`config.mk`:
```
export PLATFORM = sky130hd
export DESIGN_NAME = addr_stream_arb
export DESIGN_NICKNAME = d
export VERILOG_FILES = /design/src/rtl/addr_stream_arb.sv
export SDC_FILE = /design/constraint.sdc
export NUM_CORES = 1
export LEC_CHECK = 0
export CORE_UTILIZATION = 60
export DETAILED_ROUTE_END_ITERATION = 12
export PLACE_DENSITY = 0.88
export SLEW_MARGIN = 30
export SYNTH_ARGS = -nofsm -noshare
export SYNTH_HDL_FRONTEND = slang
export SYNTH_SLANG_ARGS = --single-unit
export TNS_END_PERCENT = 10
```
`constraint.sdc`:
```
create_clock -name clk -period 15.2 [get_ports clk]
set_input_delay 3.04 -clock clk [delete_from_list [all_inputs] [get_ports clk]]
set_output_delay 3.04 -clock clk [all_outputs]
set_load 0.05 [all_outputs]
```
`src/rtl/addr_stream_arb.sv`:
```
// rtl/addr_stream_arb.sv - shared read/write address generator arbitrating NUM_CH accelerator channels
//
// One read counter and one write counter produce a registered RAM address
// stream for the channel latched on start. Read and write beats alternate
// round-robin when both are eligible, and a write is never issued for a word
// that has not been read yet.
//
// Ports:
//   clk, rst            rising-edge clock, synchronous active-high reset
//   start, abort        1-cycle control pulses
//   ch_sel, offset,     transfer configuration, sampled on an accepted start
//   filesize
//   rd_pause, wr_pause  per-channel stalls for the read / write direction
//   addr, addr_vld,     registered RAM beat: address, valid, 1 = write
//   addr_wr
//   rd_done, wr_done    per-channel completion levels
//   busy                transfer in progress
//   cfg_err             1-cycle pulse when a start is rejected
module addr_stream_arb #(
  parameter int                ADDR_W     = 32,
  parameter int                NUM_CH     = 3,
  parameter int                CH_W       = 2,
  parameter logic [NUM_CH-1:0] EXTRA_MASK = 3'b110
) (
  input  logic              clk,
  input  logic              rst,
  input  logic              start,
  input  logic              abort,
  input  logic [CH_W-1:0]   ch_sel,
  input  logic [ADDR_W-1:0] offset,
  input  logic [ADDR_W-1:0] filesize,
  input  logic [NUM_CH-1:0] rd_pause,
  input  logic [NUM_CH-1:0] wr_pause,
  output logic [ADDR_W-1:0] addr,
  output logic              addr_vld,
  output logic              addr_wr,
  output logic [NUM_CH-1:0] rd_done,
  output logic [NUM_CH-1:0] wr_done,
  output logic              busy,
  output logic              cfg_err
);

  typedef enum logic [1:0] {S_IDLE, S_RUN, S_FIN} state_t;

  state_t              state_q, state_d;
  logic [ADDR_W-1:0]   base_q;
  // One bit wider than the address so filesize = all-ones plus the tail word fits.
  logic [ADDR_W:0]     len_q;
  logic [ADDR_W:0]     rd_cnt_q;
  logic [ADDR_W:0]     wr_cnt_q;
  // Latched channel kept one-hot so stall and done selection are simple masks.
  logic [NUM_CH-1:0]   ch_oh_q;
  logic                last_wr_q;

  logic [NUM_CH-1:0]   new_oh;
  logic                new_extra;
  logic                cfg_ok;
  logic                rd_p, wr_p;
  logic                rd_fin, wr_fin;
  logic                rd_ok, wr_ok;
  logic                grant_vld, grant_wr;

  always_comb begin
    new_oh    = '0;
    new_extra = 1'b0;
    for (int i = 0; i < NUM_CH; i++) begin
      if (ch_sel == CH_W'(i)) begin
        new_oh[i] = 1'b1;
        new_extra = EXTRA_MASK[i];
      end
    end
    // An out-of-range ch_sel matches no channel, leaving new_oh empty.
    cfg_ok    = (|new_oh) && (filesize != '0);

    rd_p      = |(rd_pause & ch_oh_q);
    wr_p      = |(wr_pause & ch_oh_q);
    rd_fin    = (rd_cnt_q == len_q);
    wr_fin    = (wr_cnt_q == len_q);
    rd_ok     = (rd_cnt_q < len_q) && !rd_p;
    wr_ok     = (wr_cnt_q < len_q) && (wr_cnt_q < rd_cnt_q) && !wr_p;
    grant_vld = rd_ok || wr_ok;
    // Write wins if it is the only candidate, or if both compete and the previous grant was a read.
    grant_wr  = wr_ok && (!rd_ok || !last_wr_q);
  end

  always_comb begin
    state_d = state_q;
    case (state_q)
      S_IDLE:  if (start && cfg_ok) state_d = S_RUN;
      S_RUN: begin
        if (abort)                 state_d = S_IDLE;
        else if (rd_fin && wr_fin) state_d = S_FIN;
      end
      S_FIN:   state_d = S_IDLE;
      default: state_d = S_IDLE;
    endcase
  end

  always_ff @(posedge clk) begin
    if (rst) begin
      state_q   <= S_IDLE;
      base_q    <= '0;
      len_q     <= '0;
      rd_cnt_q  <= '0;
      wr_cnt_q  <= '0;
      ch_oh_q   <= '0;
      last_wr_q <= 1'b1;
      addr      <= '0;
      addr_vld  <= 1'b0;
      addr_wr   <= 1'b0;
      rd_done   <= '0;
      wr_done   <= '0;
      busy      <= 1'b0;
      cfg_err   <= 1'b0;
    end else begin
      state_q  <= state_d;
      cfg_err  <= 1'b0;
      addr_vld <= 1'b0;
      case (state_q)
        S_IDLE: begin
          if (start) begin
            if (!cfg_ok) begin
              cfg_err <= 1'b1;
            end else begin
              base_q   <= offset;
              len_q    <= {1'b0, filesize} + {{ADDR_W{1'b0}}, new_extra};
              rd_cnt_q <= '0;
              wr_cnt_q <= '0;
              ch_oh_q  <= new_oh;
              rd_done  <= '0;
              wr_done  <= '0;
              busy     <= 1'b1;
            end
          end
        end
        S_RUN: begin
          if (abort) begin
            busy <= 1'b0;
          end else begin
            if (rd_fin) rd_done <= rd_done | ch_oh_q;
            if (wr_fin) wr_done <= wr_done | ch_oh_q;
            if (grant_vld) begin
              addr      <= base_q + (grant_wr ? wr_cnt_q[ADDR_W-1:0] : rd_cnt_q[ADDR_W-1:0]);
              addr_vld  <= 1'b1;
              addr_wr   <= grant_wr;
              last_wr_q <= grant_wr;
              if (grant_wr) wr_cnt_q <= wr_cnt_q + (ADDR_W+1)'(1);
              else          rd_cnt_q <= rd_cnt_q + (ADDR_W+1)'(1);
            end
          end
        end
        S_FIN:   busy <= 1'b0;
        default: busy <= 1'b0;
      endcase
    end
  end

endmodule
```
## Yosys cells after proc, flatten, opt, wreduce, memory -nomap -nowiden

Cells that the tools add are included.

- Register bits after elaboration: 179
- Bits of input ports: 76
- Logic and storage cells: 108

- Add/subtract/negate cells: 4
- Order comparisons: 3
- Equal/unequal tests: 16
- Muxes and demuxes: 33
- Bitwise operators: 8
- Reduce and logical (&&, ||, !) cells: 30

Operator list:

| kind | count |
|---|---|
| 33-bit 2-to-1 mux | 8 |
| 33-bit case mux with 2 select lines | 2 |
| 33-bit less-than comparator | 3 |
| 33-bit by 1-bit adder with 33-bit output (second input constant) | 2 |
| 33-bit equality test | 2 |
| 32-bit by 1-bit adder with 33-bit output | 1 |
| 32-bit adder | 1 |
| 32-bit 2-to-1 mux | 1 |
| 32-bit nonzero test | 1 |
| 2-bit != test (second input constant) | 10 |
| 3-bit 2-to-1 mux | 6 |
| 3-bit OR reduction | 5 |
| 3-bit case mux with 2 select lines | 2 |
| 6-bit AND reduction | 2 |
| 5-bit AND reduction | 2 |
| 1-bit 2-to-1 mux | 9 |
| 3-bit AND reduction | 3 |
| 1-bit logical AND | 7 |
| 3-bit bitwise AND | 2 |
| 2-bit 2-to-1 mux | 3 |
| 3-bit OR | 2 |
| 2-bit by 1-bit equality test with 1-bit output (second input constant) | 2 |
| 1-bit zero test | 4 |
| 2-bit zero test | 2 |
| other kinds (8) | 12 |

## Logic depth before layout (Yosys ltp)

Gate-level depths: netlist (run 1).

- Depth after elaboration: 11
- Mapped depth: 24
- Depth with buffers taken out: 21

## Worst setup path before layout (run 1)

No wires, ideal clock.

- Path kind: input to register
- Start: input port wr_pause[1]
- End: register addr[31]
- Library setup time: 0.061 ns
- Arrival time: 6.651 ns
- Data required time: 15.139 ns
- Path slack: 8.488 ns
- Cell stages on the path: 20
- Path buffers: 3
- Cell sequence: a211oi_1 -> nand3_1 -> nor2_1 -> o221a_2 -> and3_1 -> buf_6 -> and2_1 -> clkbuf_1 -> clkbuf_1 -> o21ai_0 -> ha_1 -> o21ai_0 -> nor3_1 -> nand2_1 -> o21ai_0 -> a211oi_1 -> o31ai_1 -> nand2_1 -> a2111oi_0 -> a311o_1

- Longest elaborated chain between the ends: 7
- Elaborated cells between the ends (all ways): 9
- Those cells by class: 1 x add/sub; 1 x mux; 1 x bitwise; 6 x reduce/logical

RTL lines:

| what | line | RTL |
|---|---|---|
| from (decl) | 33 | `input logic [NUM_CH-1:0] wr_pause,` |
| 3-bit bitwise AND * | 76 | `wr_p = \|(wr_pause & ch_oh_q);` |
| 3-bit OR reduction * | 76 |  |
| 1-bit zero test * | 80 | `wr_ok = (wr_cnt_q < len_q) && (wr_cnt_q < rd_cnt_q) && !wr_p;` |
| 1-bit logical AND * | 80 |  |
| 1-bit logical AND | 83 | `grant_wr = wr_ok && (!rd_ok \|\| !last_wr_q);` |
| 32-bit 2-to-1 mux | 143 | `addr <= base_q + (grant_wr ? wr_cnt_q[ADDR_W-1:0] : rd_cnt_q[ADDR_W-1:0]);` |
| 32-bit adder | 143 |  |
| to (signal assigned) | 143 |  |
| to (decl) | 34 | `output logic [ADDR_W-1:0] addr,` |

Every way passes the cells marked *; elsewhere a longest branch is shown, timed or not.
A chain may end at the register's enable or synchronous reset.

## Worst setup path after layout (run 1)

Same ends and word-level chain as after synthesis.

==> flow_summary.json, run 1 <==
{
  "outcome": "complete, no violations",
  "grtUsageTotal": 0.3329,
  "irDropWorstVdd_mv": 0.06173,
  "end_kind": "flip-flop",
  "ys_types": 73,
  "path_clk_slew_ns": 0.07,
  "hold_ws_ns": 0.4594,
  "drtIter0Drc": 881,
  "min_path_cells": 2,
  "drt_drc_violations_left": 0,
  "synth_ff_type": "dfxtp_1",
  "critPathRequiredTime_ns": 15.57,
  "gp_congestion": 1.034,
  "cts-buffers-inserted": 17,
  "skew_ns": 0.009157,
  "fillers": 1576,
  "synth_seq_cells": 179,
  "hp-class": "reg2reg",
  "cp_max_fo": 62,
  "setup_viol": 0,
  "tns_ns": 0,
  "clockPowerShare": 0.413,
  "vias_per_cell": 6.145,
  "cap_violations": 0,
  "syn_area_per_cell_um2": 7.880,
  "chipHeight_um": 143.2,
  "dp_slack_ns": 7.342,
  "multiInputGateArea_mm2": 0.007777,
  "htree_levels": 4,
  "wl_um": 33390,
  "finalMaxSlewViolations": 0,
  "start_util": 0.6122,
  "synthArstFlopShare": 0,
  "die_w_um": 143.2,
  "grt.overflow.total": 0,
  "hold_violations": 0,
  "power.leakage_uw": 0.005650,
  "yosysWarnings": 0,
  "ios": 118,
  "num_vias": 11550,
  "dieArea_mm2": 0.02049,
  "num_antenna_cells": 0,
  "start_kind": "input pin",
  "area_growth_pct": 15.82,
  "grt_pass1_wl_um": 53480,
  "p_per_area_mw_per_mm2": 79.07,
  "ys_seq_area_frac": 0.2998,
  "fin_crit_ns": 7.600,
  "root_buffer": "clkbuf_16",
  "netSwitchingFraction": 0.2704,
  "syn-cell-area_mm2": 0.01195,
  "setup_ws_ns": 7.600,
  "period_share": 0.5000,
  "critPathKind": "in2reg",
  "cts_tree": "done",
  "grt_pass1_vias": 10820,
  "io_buffers": 117,
  "num_rows": 51,
  "postCtsSetupRepairBufs": 0,
  "rsz0062_at_grt": "false",
  "critPathArrivalTime_ns": 7.97,
  "power_frac_seq": 0.450,
  "synthCells": 1517,
  "drive_above_1_share": 0.04461,
  "clock_latency_ns": 0.43,
  "ant_nets": 0,
  "fmax_mhz": 131.6,
  "core_mm2": 0.01953,
  "dp_hpwl_um": 24600,
  "power.switching_uw": 296.0,
  "worst_slew_pin_slew_ns": 0.8981,
  "seq_area_mm2": 0.003583,
  "synth_edf_count": 0,
  "clk_path_buf_depth": 2,
  "reg2regPathDepth": 20,
  "maxSlewHeadroom": 0.3996,
  "grt_max_degree": 77,
  "cts.sinks": 179,
  "cts_resized": 0,
  "p_int_uw": 798.6,
  "antenna_found_initial": 0,
  "power_frac_comb": 0.137,
  "nets": 1816,
  "synth_nets": 1731,
  "wl_per_cell_um": 17.77,
  "hold_buffers": 0,
  "drt_pre_antenna_iters": 8
}
final cells by class:
| cell class | count | share of cell area |
|---|---|---|
| clock buffers | 18 | 0.03100 |
| well taps | 265 | 0.02395 |
| inverters | 85 | 0.02305 |
| flip-flops and latches | 179 | 0.2588 |
| clock inverters | 13 | 0.01157 |
| multi-input cells | 1192 | 0.5618 |
| repair buffers | 127 | 0.08983 |
routing by layer:
metal | vias to the layer above | wire length [um] | GRT usage
met1 | 5338 | 14150 | 0.4266
met4 | 0 | 1331 | 0.1528
li1 | 5546 | - | -
met5 | - | 0 | 0
met3 | 106 | 2511 | 0.04427
met2 | 557 | 15400 | 0.5540
worst paths after layout:
kind | from | endpoint | slack (ns)
worst max register to register | rd_cnt_q[20] | addr[31] | 9.25
worst max-delay path | wr_pause[1] | addr[31] | 7.60
worst min-delay path | len_q[32] | len_q[32] | 0.46
worst min register to register | len_q[32] | len_q[32] | 0.46
flip-flops by register name (all words and copies together) (netlist names):
register,count
addr_wr,1
addr_vld,1
state_q,2
wr_cnt_q,33
busy,1
wr_done,3
addr,32
last_wr_q,1
base_q,32
cfg_err,1
ch_oh_q,3
rd_cnt_q,33
rd_done,3
len_q,33
worst max-delay path, cell delays in order:
cell             delay (ns)
clkdlybuf4s50_1        0.40
a211oi_1               0.24
nand3_1                0.14
nor2_1                 0.14
o221a_2                0.20
and3_1                 0.30
and2_1                 0.17
buf_4                  0.44
o21ai_0                0.16
ha_1                   0.39
o21ai_0                0.16
nor3_1                 0.39
nand2_1                0.14
o21ai_0                0.40
a211oi_1               0.19
o31ai_1                0.31
nand2_1                0.11
a2111oi_0              0.45
a311o_1                0.17
logic make-up after synthesis:
group                      count (synthesis)  synth area share
AOI/OAI and AO/OA                        329            0.1680
buffers and inverters                    146           0.05066
xor gates and xnor gates                  93           0.06814
and+or+nand+nor                          603            0.2436
adders and majority gates                138            0.1451
muxes                                     29           0.02481
DFF                                      179            0.2998
through the flow:
stage                     utilization  cell area (um^2)  total power, uW  cells
after global routing           0.7090             13840             1130   1879
after floorplan                     -             11950            595.0   1517
final                          0.7090             13840             1095   1879
after global placement         0.6787             13250            644.4   1848
after CTS                      0.7090             13840             1093   1879
after detailed placement       0.6788             13260            650.0   1848
cell usage after synthesis, types with 3 or more instances:
cell / count / area [um^2]
a22oi_1: 5 / 37.54
nand2b_1: 8 / 50.05
mux2i_1: 27 / 270.3
nor3b_1: 3 / 22.52
a311oi_1: 3 / 26.28
o21ai_0: 71 / 355.3
a211oi_1: 39 / 292.8
o211ai_1: 7 / 52.55
a221o_1: 3 / 30.03
nor4_1: 16 / 100.1
buf_1: 7 / 26.28
xnor2_1: 40 / 350.3
and4_1: 11 / 96.34
a2111oi_0: 5 / 43.79
nor2b_1: 7 / 43.79
and2_1: 9 / 56.30
ha_1: 137 / 1714
inv_1: 85 / 319.1
buf_2: 4 / 20.02
nand3_1: 45 / 225.2
clkbuf_1: 42 / 157.7
nand2_1: 214 / 803.3
dfxtp_1: 179 / 3583
a211o_1: 4 / 35.03
a21oi_1: 134 / 670.6
o21a_1: 6 / 45.04
a21o_1: 19 / 142.6
nor4_2: 10 / 125.1
xor2_1: 53 / 464.2
or3_1: 12 / 75.07
nor3_1: 21 / 105.1
buf_6: 6 / 67.56
or4_1: 3 / 22.52
or2_2: 3 / 18.77
and3_1: 19 / 118.9
nor2_1: 157 / 589.3
nand4_1: 54 / 337.8
a31oi_1: 3 / 18.77
o21bai_1: 6 / 45.04
power by group through the flow:
stage	registers (uW)	logic (uW)	clock network, uW
after floorplan	505	89.7	0
after global placement	502	142	0
after detailed placement	503	147	0
after CTS	492	149	452
after global routing	494	164	472
final	492	150	452
cells in the final DEF, fill, tap and decap left out, drive strengths merged, types with 12 or more instances in the layout:
cell	instances
a211oi	39
a21o	19
a21oi	134
and3	19
clkbuf	18
clkdlybuf4s50	116
dfxtp	179
ha	137
inv	87
mux2i	27
nand2	215
nand3	46
nand4	54
nor2	158
nor3	22
nor4	28
o21ai	74
or3	12
xnor2	40
xor2	53
No activity file was read; power rests on OpenSTA's default activity.
==> run 2: changes to the inputs <==
--- a/config.mk
+++ b/config.mk
@@ -5,9 +5,9 @@
 export SDC_FILE = /design/constraint.sdc
 export NUM_CORES = 1
 export LEC_CHECK = 0
-export CORE_UTILIZATION = 60
+export CORE_UTILIZATION = 58
 export DETAILED_ROUTE_END_ITERATION = 12
-export PLACE_DENSITY = 0.88
+export PLACE_DENSITY = 0.86
 export SLEW_MARGIN = 30
 export SYNTH_ARGS = -nofsm -noshare
 export SYNTH_HDL_FRONTEND = slang
==> constraint.sdc (replaced) <==
create_clock -name clk -period 7.5 [get_ports clk]
set_input_delay 1.5 -clock clk [delete_from_list [all_inputs] [get_ports clk]]
set_output_delay 1.5 -clock clk [all_outputs]
set_load 0.05 [all_outputs]
==> run 2 against run 1 <==
Die area is 3.4% higher. Register-to-register slack got worse by 7.8 ns. Sequential power up 100%. Count of clock-buffer cells in the layout increased by 1. Sequential cell count did not move. Cell count is 0.27% higher. Final area up 0.12%. Global-route usage is 1.8 points lower. Clock power is 110% higher.
==> flow_summary.json, run 2 (synthesized netlist as in run 1, its figures left out) <==
{
  "grtUsageTotal": 0.3145,
  "skew_ns": 0.01317,
  "tns_ns": 0,
  "hp-class": "reg2reg",
  "drive_above_1_share": 0.04461,
  "num_rows": 52,
  "gp_congestion": 0.9502,
  "critPathArrivalTime_ns": 6.48,
  "ios": 118,
  "cts_tree": "done",
  "hold_violations": 0,
  "outcome": "complete, no violations",
  "fin_crit_ns": 6.093,
  "fmax_mhz": 164.1,
  "postCtsSetupRepairBufs": 0,
  "wl_um": 32900,
  "nets": 1816,
  "finalMaxSlewViolations": 0,
  "chipHeight_um": 145.6,
  "dp_slack_ns": 1.073,
  "maxSlewHeadroom": 0.3963,
  "cts.sinks": 179,
  "antenna_found_initial": 0,
  "rsz0062_at_grt": "false",
  "cp_max_fo": 44,
  "dieArea_mm2": 0.02119,
  "p_per_area_mw_per_mm2": 160.9,
  "drtIter0Drc": 914,
  "cts_resized": 0,
  "cap_violations": 0,
  "clk_path_buf_depth": 2,
  "end_kind": "flip-flop",
  "num_vias": 11350,
  "setup_viol": 0,
  "setup_ws_ns": 1.407,
  "drt_drc_violations_left": 0,
  "final_common_cell": "nand2_1",
  "power_uw": 2230,
  "area_growth_pct": 15.95,
  "ant_nets": 0,
  "grt_pass1_vias": 10670,
  "instances_no_fill": 1884,
  "grt.overflow.total": 0,
  "final_cell_mix": "nand2_1 (214), dfxtp_1 (179), nor2_1 (156)",
  "cts-buffers-inserted": 17,
  "final_area_mm2": 0.01386,
  "root_buffer": "clkbuf_16",
  "reg2regPathDepth": 19,
  "dp_cells": 1853,
  "top_regs": "len_q: 33 flops, rd_cnt_q: 33 flops, wr_cnt_q: 33 flops",
  "period_share": 0.8124,
  "dpl_cell_area_mm2": 0.01326,
  "htree_levels": 4,
  "wl_per_cell_um": 17.46,
  "start_kind": "input pin",
  "hold_buffers": 0,
  "path_clk_slew_ns": 0.07,
  "dp_hpwl_um": 25010,
  "critPathKind": "in2reg",
  "critPathRequiredTime_ns": 7.89,
  "drt_pre_antenna_iters": 5,
  "vias_per_cell": 6.027,
  "core_mm2": 0.02023,
  "power.leakage_uw": 0.005651,
  "start_util": 0.5908,
  "grt_pass1_wl_um": 53710,
  "io_buffers": 117,
  "clock_latency_ns": 0.45,
  "irDropWorstVdd_mv": 0.1506,
  "min_path_cells": 2,
  "num_antenna_cells": 0,
  "grt_max_degree": 77,
  "die_w_um": 145.6,
  "worst_slew_pin_slew_ns": 0.8973
}
[run 2: cell types whose count changed in the layout (fill, tap and decap cells not counted)]
cell        change
clkbuf_8        +1
clkinv_2        -1
clkinv_4        -1
clkinvlp_4      +1
inv_6           -1
inv_8           +1
[run 2: cell type report]
| class | count | area [um^2] |
|---|---|---|
| Sequential cell | 179 | 3583 |
| Timing Repair Buffer | 127 | 1244 |
| Clock buffer | 19 | 442.9 |
| Tap cell | 270 | 337.8 |
| Clock inverter | 12 | 156.4 |
| Fill cell | 1685 | 6374 |
| Inverter | 85 | 319.1 |
| Multi-Input combinational cell | 1192 | 7777 |
[run 2: final timing paths]
path / startpoint / endpoint / slack [ns]
setup / recovery: wr_pause[0] / addr[31] / 1.41
hold / removal: len_q[32] / len_q[32] / 0.46
setup reg to reg: rd_cnt_q[18] / addr[31] / 1.50
hold reg to reg: len_q[32] / len_q[32] / 0.46
[run 2: worst max-delay path, stage by stage]
cell             delay [ns]
clkdlybuf4s50_1        0.41
a22oi_1                0.31
nand3_1                0.12
nor2_1                 0.15
o221a_2                0.21
and3_1                 0.30
and2_1                 0.51
buf_4                  0.43
o21ai_0                0.15
ha_1                   0.40
and4_1                 0.27
nand2_1                0.06
o21ai_0                0.41
a211oi_1               0.20
o31ai_1                0.31
nand2_1                0.11
a2111oi_0              0.45
a311o_1                0.16
[run 2: through the flow]
step / hold WS [ns] / util
6_report: 0.4607 / 0.6850
5_1_grt: 0.4841 / 0.6850
4_1_cts: 0.4582 / 0.6849
3_5_place_dp: 0.4487 / 0.6553
3_3_place_gp: 0.4403 / 0.6553
2_1_floorplan: 0.4319 / -
[run 2: power by group]
group / total (uW) / switching (uW) / internal (uW)
Sequential: 998 / 18.4 / 980
Combinational: 302 / 186 / 116
Clock: 930 / 397 / 533
[run 2: routing by layer]
layer | global-route usage | routed length [um]
met5 | 0 | 0
met2 | 0.5175 | 15230
met3 | 0.04169 | 1935
met4 | 0.1395 | 1152
met1 | 0.4126 | 14580
